[src/rtl/pid_pkg.sv]
// Shared constants and types for the PID controller and its register-write driver.
package pid_pkg;

   // Data width and fixed-point fraction bits shared with the controller core
   localparam int PID_D_WIDTH = 32;
   localparam int PID_Q_BITS  = 15;

   // Controller register map
   localparam int PID_ADDR_KP   = 0;
   localparam int PID_ADDR_KI   = 1;
   localparam int PID_ADDR_KD1  = 2;
   localparam int PID_ADDR_KD2  = 3;
   localparam int PID_NUM_GAINS = 4;

   // Driver sequencing states
   typedef enum logic [1:0] {
      IDLE,
      LOAD,
      RUN
   } pid_drv_state_t;

endpackage

[src/rtl/pid_period_timer.sv]
// Sample-period timer: counts RUN cycles and emits a registered one-cycle strobe
// every period_q cycles. A period of 0 is treated as 1 (strobe every cycle).
module pid_period_timer #(
   parameter int PERIOD_WIDTH = 16
) (
   input  logic                    clock,
   input  logic                    reset,
   input  logic                    clear,
   input  logic                    start,
   input  logic                    enable,
   input  logic [PERIOD_WIDTH-1:0] period,
   output logic                    strobe
);

   logic [PERIOD_WIDTH-1:0] period_q_reg;
   logic [PERIOD_WIDTH-1:0] count_reg;

   // Latch the period on start, then count and wrap while enabled; otherwise hold the count at 0
   always_ff @(posedge clock) begin
      if (reset) begin
         period_q_reg <= PERIOD_WIDTH'(1);
         count_reg    <= '0;
         strobe       <= 1'b0;
      end else if (clear) begin
         count_reg <= '0;
         strobe    <= 1'b0;
      end else if (start) begin
         period_q_reg <= (period == '0) ? PERIOD_WIDTH'(1) : period;
         count_reg    <= '0;
         strobe       <= 1'b0;
      end else if (enable) begin
         if (count_reg == period_q_reg - PERIOD_WIDTH'(1)) begin
            count_reg <= '0;
            strobe    <= 1'b1;
         end else begin
            count_reg <= count_reg + PERIOD_WIDTH'(1);
            strobe    <= 1'b0;
         end
      end else begin
         count_reg <= '0;
         strobe    <= 1'b0;
      end
   end

endmodule

[src/rtl/pid_driver.sv]
// Master-side driver for the PID controller: accepts a gain set over valid/ready,
// serialises it into four active-low register writes, and issues periodic iterate
// strobes while run is high.
module pid_driver
   import pid_pkg::*;
#(
   parameter int D_WIDTH      = PID_D_WIDTH,
   parameter int PERIOD_WIDTH = 16
) (
   input  logic                    clock,
   input  logic                    reset,
   input  logic                    cfg_valid,
   output logic                    cfg_ready,
   input  logic [D_WIDTH-1:0]      cfg_kp,
   input  logic [D_WIDTH-1:0]      cfg_ki,
   input  logic [D_WIDTH-1:0]      cfg_kd_1,
   input  logic [D_WIDTH-1:0]      cfg_kd_2,
   input  logic [PERIOD_WIDTH-1:0] period,
   input  logic                    run,
   output logic                    write_enable,
   output logic [D_WIDTH-1:0]      reg_addr,
   output logic [D_WIDTH-1:0]      reg_data,
   output logic                    iterate_enable,
   output logic                    cfg_done,
   output logic                    busy
);

   pid_drv_state_t state_reg;
   logic [1:0]     beat_reg;
   logic [1:0]     beat_next;

   // Gains packed in register-address order so the beat index selects the data directly
   logic [PID_NUM_GAINS-1:0][D_WIDTH-1:0] gain_in;
   logic [PID_NUM_GAINS-1:0][D_WIDTH-1:0] shadow_reg;

   logic accept;
   logic last_beat;
   logic enter_run;
   logic stay_run;
   logic timer_clear;

   assign gain_in   = {cfg_kd_2, cfg_kd_1, cfg_ki, cfg_kp};
   assign accept    = cfg_valid && cfg_ready;
   assign beat_next = beat_reg + 2'd1;
   assign last_beat = (state_reg == LOAD) && (beat_reg == 2'd3);

   // RUN is entered from IDLE or at the end of a load; reload in RUN has priority over staying
   assign enter_run   = run && !accept && ((state_reg == IDLE) || last_beat);
   assign stay_run    = run && !accept && (state_reg == RUN);
   assign timer_clear = !(enter_run || stay_run);

   // Sequencer: handshake capture, write beats, and state transitions with registered outputs
   always_ff @(posedge clock) begin
      if (reset) begin
         state_reg    <= IDLE;
         beat_reg     <= 2'd0;
         shadow_reg   <= '0;
         cfg_ready    <= 1'b0;
         write_enable <= 1'b1;
         reg_addr     <= '0;
         reg_data     <= '0;
         cfg_done     <= 1'b0;
         busy         <= 1'b0;
      end else begin
         cfg_done     <= 1'b0;
         write_enable <= 1'b1;
         reg_addr     <= '0;
         reg_data     <= '0;
         busy         <= 1'b0;
         cfg_ready    <= 1'b1;
         case (state_reg)
            IDLE, RUN: begin
               if (accept) begin
                  // First beat goes out straight from the inputs; the shadow covers the rest
                  shadow_reg   <= gain_in;
                  state_reg    <= LOAD;
                  beat_reg     <= 2'd0;
                  write_enable <= 1'b0;
                  reg_addr     <= D_WIDTH'(PID_ADDR_KP);
                  reg_data     <= cfg_kp;
                  busy         <= 1'b1;
                  cfg_ready    <= 1'b0;
               end else if ((state_reg == IDLE) && run) begin
                  state_reg <= RUN;
               end else if ((state_reg == RUN) && !run) begin
                  state_reg <= IDLE;
               end
            end
            LOAD: begin
               if (last_beat) begin
                  cfg_done  <= 1'b1;
                  state_reg <= run ? RUN : IDLE;
               end else begin
                  beat_reg     <= beat_next;
                  write_enable <= 1'b0;
                  reg_addr     <= D_WIDTH'(beat_next);
                  reg_data     <= shadow_reg[beat_next];
                  busy         <= 1'b1;
                  cfg_ready    <= 1'b0;
               end
            end
            default: begin
               state_reg <= IDLE;
            end
         endcase
      end
   end

   pid_period_timer #(
      .PERIOD_WIDTH(PERIOD_WIDTH)
   ) u_timer (
      .clock  (clock),
      .reset  (reset),
      .clear  (timer_clear),
      .start  (enter_run),
      .enable (stay_run),
      .period (period),
      .strobe (iterate_enable)
   );

endmodule

[config.mk]
export PLATFORM = sky130hd
export DESIGN_NAME = pid_driver
export DESIGN_NICKNAME = d
export VERILOG_FILES = /design/src/rtl/pid_pkg.sv /design/src/rtl/pid_period_timer.sv /design/src/rtl/pid_driver.sv
export SDC_FILE = /design/constraint.sdc
export NUM_CORES = 1
export LEC_CHECK = 0
export ABC_AREA = 1
export ABC_CLOCK_PERIOD_IN_PS = 2420
export CORE_UTILIZATION = 50
export DETAILED_ROUTE_END_ITERATION = 16
export PLACE_DENSITY = 0.84
export SLEW_MARGIN = 30
export SYNTH_ARGS = -nofsm -noshare
export SYNTH_HDL_FRONTEND = slang
export SYNTH_SLANG_ARGS = --single-unit
[constraint.sdc]
create_clock -name clock -period 2.42 [get_ports clock]
set_input_delay 0.484 -clock clock [delete_from_list [all_inputs] [get_ports clock]]
set_output_delay 0.484 -clock clock [all_outputs]
set_load 0.02 [all_outputs]
==> qor.txt, run 1 <==
Final ANT Viol Nets -> 0
Leakage -> 4.734 nW
Post-CTS Setup Inserts -> 0
Worst hold path class -> reg2reg
HP Start -> shadow_reg[33]
Vias/cell -> 5.280
Max FFs per register -> 128
Die X -> 134.7 um
F_max -> 0.5046 GHz
Final setup margin -> 0.4383 ns
Worst rel slew slack -> 50.08%
Die area -> 0.01814 mm2
RSZ-0062 raised after global routing -> no
Yosys cell types -> 27
Gp weighted congestion -> 0.9290
Num CTS Buffers -> 22
Core area -> 0.01724 mm2
Commonest cells post-synth -> nor2_1, o21ai_0, dfxtp_1, nand2_1, a21oi_1
Post-synthesis register bit count -> 203
Setup TNS -> 0 ns
Cts hold-fix bufs -> 0
Post-detail-place hpwl -> 15700 um
Mapped Avg Cell Area -> 7.135 um2
Count leader, synth -> nor2_1
Dpl ws -> 0.2429 ns
FF-to-FF path depth -> 13
Sequential share of power -> 44.4%
Mapped Cells -> 1234
GRT Total Usage -> 25.60%
Switch Pwr -> 2.228 mW
Drt drc -> 0
Startpoint types -> flip-flop
Netlist Area Pre-Place -> 0.008805 mm2
CTS tree -> yes
R2R Setup Slk -> 0.45 ns
Multi-input gate area -> 0.003989 mm2
Max capacitance violation total -> 0
Initial Util -> 51.08%
Drt pass-1 iters -> 7
Cells along the critical path -> clkdlybuf4s50_1
Largest net degree at the start of global routing -> 69
Worst Tran Pin Value -> 0.7488 ns
P&R area growth vs syn -> 30.77%
Outcome -> completed
Final wirelength -> 23320 um
Initial drt markers -> 606
Mean routed wirelength per cell -> 14.36 um
Hold Fails Final Rpt -> 0
R2R Path End -> u_timer.count_reg[8]
TritonCTS Sinks -> 203
Die height -> 134.7 um
Maximum clock insertion buffer count -> 3
I/O Buffers -> 186
Critical Path Sink Type -> output port
Net Sw Frac -> 26.81%
Clock period minus worst slack -> 1.982 ns
Setup Skew -> 0.02459 ns
Worst-path clk slew -> 0.06 ns
Clock group share of total power -> 38.9%
Family with the most delay on the worst path -> buffers and inverters
Final period utilization -> 81.89%
Slew Viols, Final -> 0
Pwr Density -> 721.6 mW/mm2
Worst EP arrival -> 1.50 ns
Synth Flop Type -> dfxtp_1
Register area -> 0.004064 mm2
Comb power frac -> 16.7%
Max FO, Critical Path -> 1
CP Class -> reg2out
Clock Latency Late Sink -> 0.52 ns
Row cnt -> 48
Yosys warnings -> 0
Worst VDD drop -> 586.4 uV
Final setup violation count -> 0
Vias in the first global route -> 7941
CTS Root Buffer Type -> clkbuf_16
Worst reg2reg startpoint -> u_timer.period_q_reg[0]
Fill cell count -> 1422
Asr flop ratio synth -> 0%
Sequential cell area fraction in the yosys report -> 46.16%
Diode count -> 0
Post-synth EDFFs -> 0
H-tree levels -> 1
Critical path's largest stage delay -> 0.62 ns
Worst EP required -> 1.94 ns
Hold path endpoint -> shadow_reg[33]
Initial antenna violation count -> 2
Global-route wire length before repair -> 37550 um
Synth top area cells -> dfxtp_1, o21ai_0, nor2_1
Cts repair resizes -> 0
Area leader, netlist -> dfxtp_1
Io pins -> 217
Routed vias -> 8575
Critical-path top delay cell -> clkdlybuf4s50_1
Post-synth top area share -> 46.16%
Int Power -> 6.081 mW
Grt ovf -> 0
Final layout net count -> 1538
WHS Path Cells -> 2
Buffers plus inverters on the worst setup path -> 1
Fraction of layout cells with a size suffix above 1 -> 5.361%
[worst max-delay path by stage]
stage                     depth (start not counted)                    to                     from
after floorplan                                  14  u_timer.count_reg[8]  u_timer.period_q_reg[0]
after global placement                            7        shadow_reg[26]                cfg_valid
after detailed placement                          7        shadow_reg[25]                cfg_valid
after CTS                                         1           reg_data[1]              reg_data[1]
after global routing                             13  u_timer.count_reg[8]  u_timer.period_q_reg[0]
final                                             1          reg_data[31]             reg_data[31]
[kinds of logic (layout without fill, tap and decap cells)]
family	Yosys count	after routing	share of synthesized area, %
simple gates	447	447	20.49
compound gates	355	355	20.22
flops	203	203	46.16
buf+inv	198	334	9.976
xor+xnor	27	27	2.686
fa+ha+maj	3	3	0.4264
other cells	1	30	0.04259
[power by group through the flow]
stage	logic, mW	clock network, mW	registers [mW]
after floorplan	0.827	0	3.76
after global placement	1.34	0	3.75
after detailed placement	1.37	0	3.75
after CTS	1.38	3.29	3.68
after global routing	1.55	3.42	3.71
final	1.39	3.23	3.69
[stage by stage]
stage | utilization (%) | power (mW) | instance area, um2 | cells | hold WS (ns)
3_3_place_gp | 62.65 | 5.089 | 10800 | 1588 | 0.4368
6_report | 66.80 | 8.309 | 11510 | 1624 | 0.4485
3_5_place_dp | 62.65 | 5.122 | 10800 | 1588 | 0.4440
4_1_cts | 66.80 | 8.355 | 11510 | 1624 | 0.4536
2_1_floorplan | - | 4.583 | 8914 | 1263 | 0.4297
5_1_grt | 66.80 | 8.672 | 11510 | 1624 | 0.4700
[cells in the final DEF (no fill, tap or decap), drive strengths merged]
cell | netlist | routed
dfxtp | 203 | 203
clkinv | 0 | 2
ha | 3 | 3
buf | 42 | 20
o32ai | 1 | 1
clkbuf | 63 | 33
nor2 | 229 | 229
nand3 | 21 | 21
nand4 | 5 | 5
o21ai | 212 | 212
xnor2 | 9 | 9
nor4 | 6 | 6
nand2 | 177 | 177
nor3 | 5 | 5
nand3b | 3 | 3
a21oi | 142 | 142
clkdlybuf4s50 | 0 | 185
or2 | 1 | 1
xor2 | 18 | 18
conb | 1 | 30
inv | 93 | 94
[per-layer routing]
| layer | vias to the layer above | track usage [%] | share of wire, % |
|---|---|---|---|
| li1 | 4231 | - | - |
| met3 | 60 | 4.692 | 7.4 |
| met5 | - | 0 | 0.056 |
| met2 | 343 | 41.98 | 47 |
| met1 | 3939 | 33.18 | 42 |
| met4 | 2 | 10.42 | 3.3 |
[layout make-up]
cell class | instances | area share (%)
sequential | 203 | 35.30
multi-input combinational | 862 | 34.64
timing repair buffer | 205 | 18.34
clock buffer | 33 | 5.836
inverter | 93 | 3.054
tap | 225 | 2.445
clock inverter | 3 | 0.3804
(Power assumes the default switching activity.)
==> run 2: changes to the inputs <==
Settings changed: ABC_CLOCK_PERIOD_IN_PS 2420 to 1900.
Clock period 2.42 ns to 1.9 ns, I/O delays scaled along.
==> run 2 against run 1 <==
Net effect:
- critical path depth is the same
- worst setup slack got worse by 0.41 ns
- flip-flop and latch count unchanged
- die area did not move
- global-route usage down 0.071 points
- final area up 1.0%
- power rose by 29%
- register-to-register slack got worse by 0.35 ns
- critical endpoint unchanged
- largest cell class unchanged
==> qor.txt, run 2 (synthesis gave the netlist of run 1 again) <==
Hold Fails Final Rpt -> 0 (unchanged)
Grt ovf -> 0 (unchanged)
CP Class -> reg2out
CTS Root Buffer Type -> clkbuf_16
Critical Path Sink Type -> output port
Outcome -> completed
Crit path to -> reg_data[31]
R2R Setup Slk -> 0.10 ns (-0.35 ns)
Max FFs per register -> 128 (unchanged)
CP Depth -> 1 (unchanged)
Initial drt markers -> 630 (+4.0%)
Met2 WL -> 11240 um (+2.1%)
H-tree levels -> 1 (unchanged)
Die X -> 134.7 um (unchanged)
Worst EP arrival -> 1.50 ns (about the same)
Drt drc -> 0 (unchanged)
R2R Path End -> u_timer.count_reg[7]
Final wirelength -> 23730 um (+1.8%)
Largest net degree at the start of global routing -> 79 (+14%)
Row cnt -> 48 (unchanged)
Max FO, Critical Path -> 1 (unchanged)
Slew Viols, Final -> 0 (unchanged)
Fraction of layout cells with a size suffix above 1 -> 7.163% (+1.8 points)
Clock period minus worst slack -> 1.875 ns
Worst-path clk slew -> 0.06 ns (about the same)
Post-detail-place hpwl -> 15790 um (+0.57%)
Core area -> 0.01724 mm2 (unchanged)
Final layout net count -> 1547 (+0.59%)
GRT Total Usage -> 25.53% (-0.071 points)
Drt pass-1 iters -> 7 (unchanged)
F_max -> 0.5333 GHz
Buffers plus inverters on the worst setup path -> 1 (unchanged)
Mean routed wirelength per cell -> 14.51 um (+1.1%)
Final instance area -> 0.01163 mm2 (+1.0%)
Startpoint types -> flip-flop
I/O Buffers -> 186 (unchanged)
Cells along the critical path -> clkdlybuf4s50_1
Crit. Startpoint -> reg_data[31]
Max capacitance violation total -> 0 (unchanged)
Post-DP Area -> 0.01084 mm2 (+0.37%)
Dpl ws -> -0.01982 ns (-0.2628 ns)
Met3 WL -> 1839 um (+6.5%)
Worst hold path class -> in2reg
Leakage -> 4.769 nW (+0.75%)
Vias in the first global route -> 8050 (+1.4%)
Die area -> 0.01814 mm2 (unchanged)
Clock Latency Late Sink -> 0.52 ns (about the same)
Setup Skew -> 0.02234 ns (-0.002248 ns)
Gp weighted congestion -> 0.9389 (+1.1%)
Worst VDD drop -> 777.2 uV (+33%)
Global-route wire length before repair -> 37690 um (+0.39%)
Final setup margin -> 0.02490 ns (-0.4134 ns)
Die height -> 134.7 um (unchanged)
TritonCTS Sinks -> 203 (unchanged)
Initial antenna violation count -> 1 (-1)
Wl on met1 -> 9856 um (+0.69%)
Final period utilization -> 98.69%
P&R area growth vs syn -> 32.12%
Final ANT Viol Nets -> 0 (unchanged)
Cts hold-fix bufs -> 0 (unchanged)
Worst reg2reg startpoint -> u_timer.period_q_reg[3]
HP Start -> reset
Maximum clock insertion buffer count -> 3 (unchanged)
Diode count -> 0 (unchanged)
Worst EP required -> 1.52 ns (-0.42 ns)
Top sig layer -> met5
CTS tree -> yes
Family with the most delay on the worst path -> buffers and inverters
Routed vias -> 8697 (+1.4%)
Io pins -> 217 (unchanged)
FF-to-FF path depth -> 10 (-3)
Final setup violation count -> 0 (unchanged)
Pwr Density -> 921.7 mW/mm2 (+28%)
Vias/cell -> 5.319 (+0.74%)
Critical path's largest stage delay -> 0.62 ns (about the same)
Num CTS Buffers -> 22 (unchanged)
Final Util -> 67.49% (+0.69 points)
Critical-path top delay cell -> clkdlybuf4s50_1
Initial Util -> 51.08% (unchanged)
Leading cell types in the layout, fill and taps excluded -> o21ai_0, nor2_1, dfxtp_1, clkdlybuf4s50_1, nand2_1
[run 2: cell count changes in the layout (fill, tap and decap cells not counted), sizes merged]
cell / previous run / this run
buf: 20 / 27
bufinv: 0 / 2
clkbuf: 33 / 25
clkinv: 2 / 6
clkinvlp: 0 / 4
nand2: 177 / 178
nor2: 229 / 230
[run 2: how the worst min path moves through the flow]
| stage | to | slack (ns) | cells past startpoint |
|---|---|---|---|
| after floorplan | shadow_reg[32] | 0.43 | 2 |
| after global placement | shadow_reg[53] | 0.44 | 2 |
| after global routing | state_reg[1] | 0.35 | 4 |
| final | u_timer.strobe | 0.33 | 4 |
| after detailed placement | shadow_reg[57] | 0.44 | 2 |
| after CTS | u_timer.strobe | 0.33 | 4 |
[run 2: repair_timing]
action / in CTS / in global routing
setup buffers: 0 / 0
resized for setup: 0 / 17
endpoints found under the setup margin: 0 / 16
[run 2: routing by layer]
metal | global-route usage [%] | vias to the layer above
li1 | - | 4249
met4 | 8.864 | 2
met3 | 4.805 | 69
met1 | 32.61 | 3956
met2 | 43.07 | 421
met5 | 0 | -
[run 2: through the flow]
step,setup TNS (ns),power (mW),hold WS (ns),cells
6_report,0,10.72,0.3318,1635
3_3_place_gp,-0.002223,6.488,0.4378,1595
2_1_floorplan,0,5.837,0.4297,1263
5_1_grt,-0.004633,11.19,0.3509,1635
4_1_cts,0,10.72,0.3276,1633
3_5_place_dp,-0.04107,6.530,0.4409,1595
[run 2: cell type report]
type	count	area (um2)
sequential	203	4068
clock inverter	13	153.9
tap	225	281.5
clock buffer	25	571.8
timing repair buffer	212	2152
inverter	93	351.6
multi-input combinational	864	4054
fill	1411	5604
[run 2: power by group]
part	internal [mW]	switching (mW)
combinational	0.773	1.04
clock	2.46	1.74
sequential	4.54	0.156
total	7.78	2.94
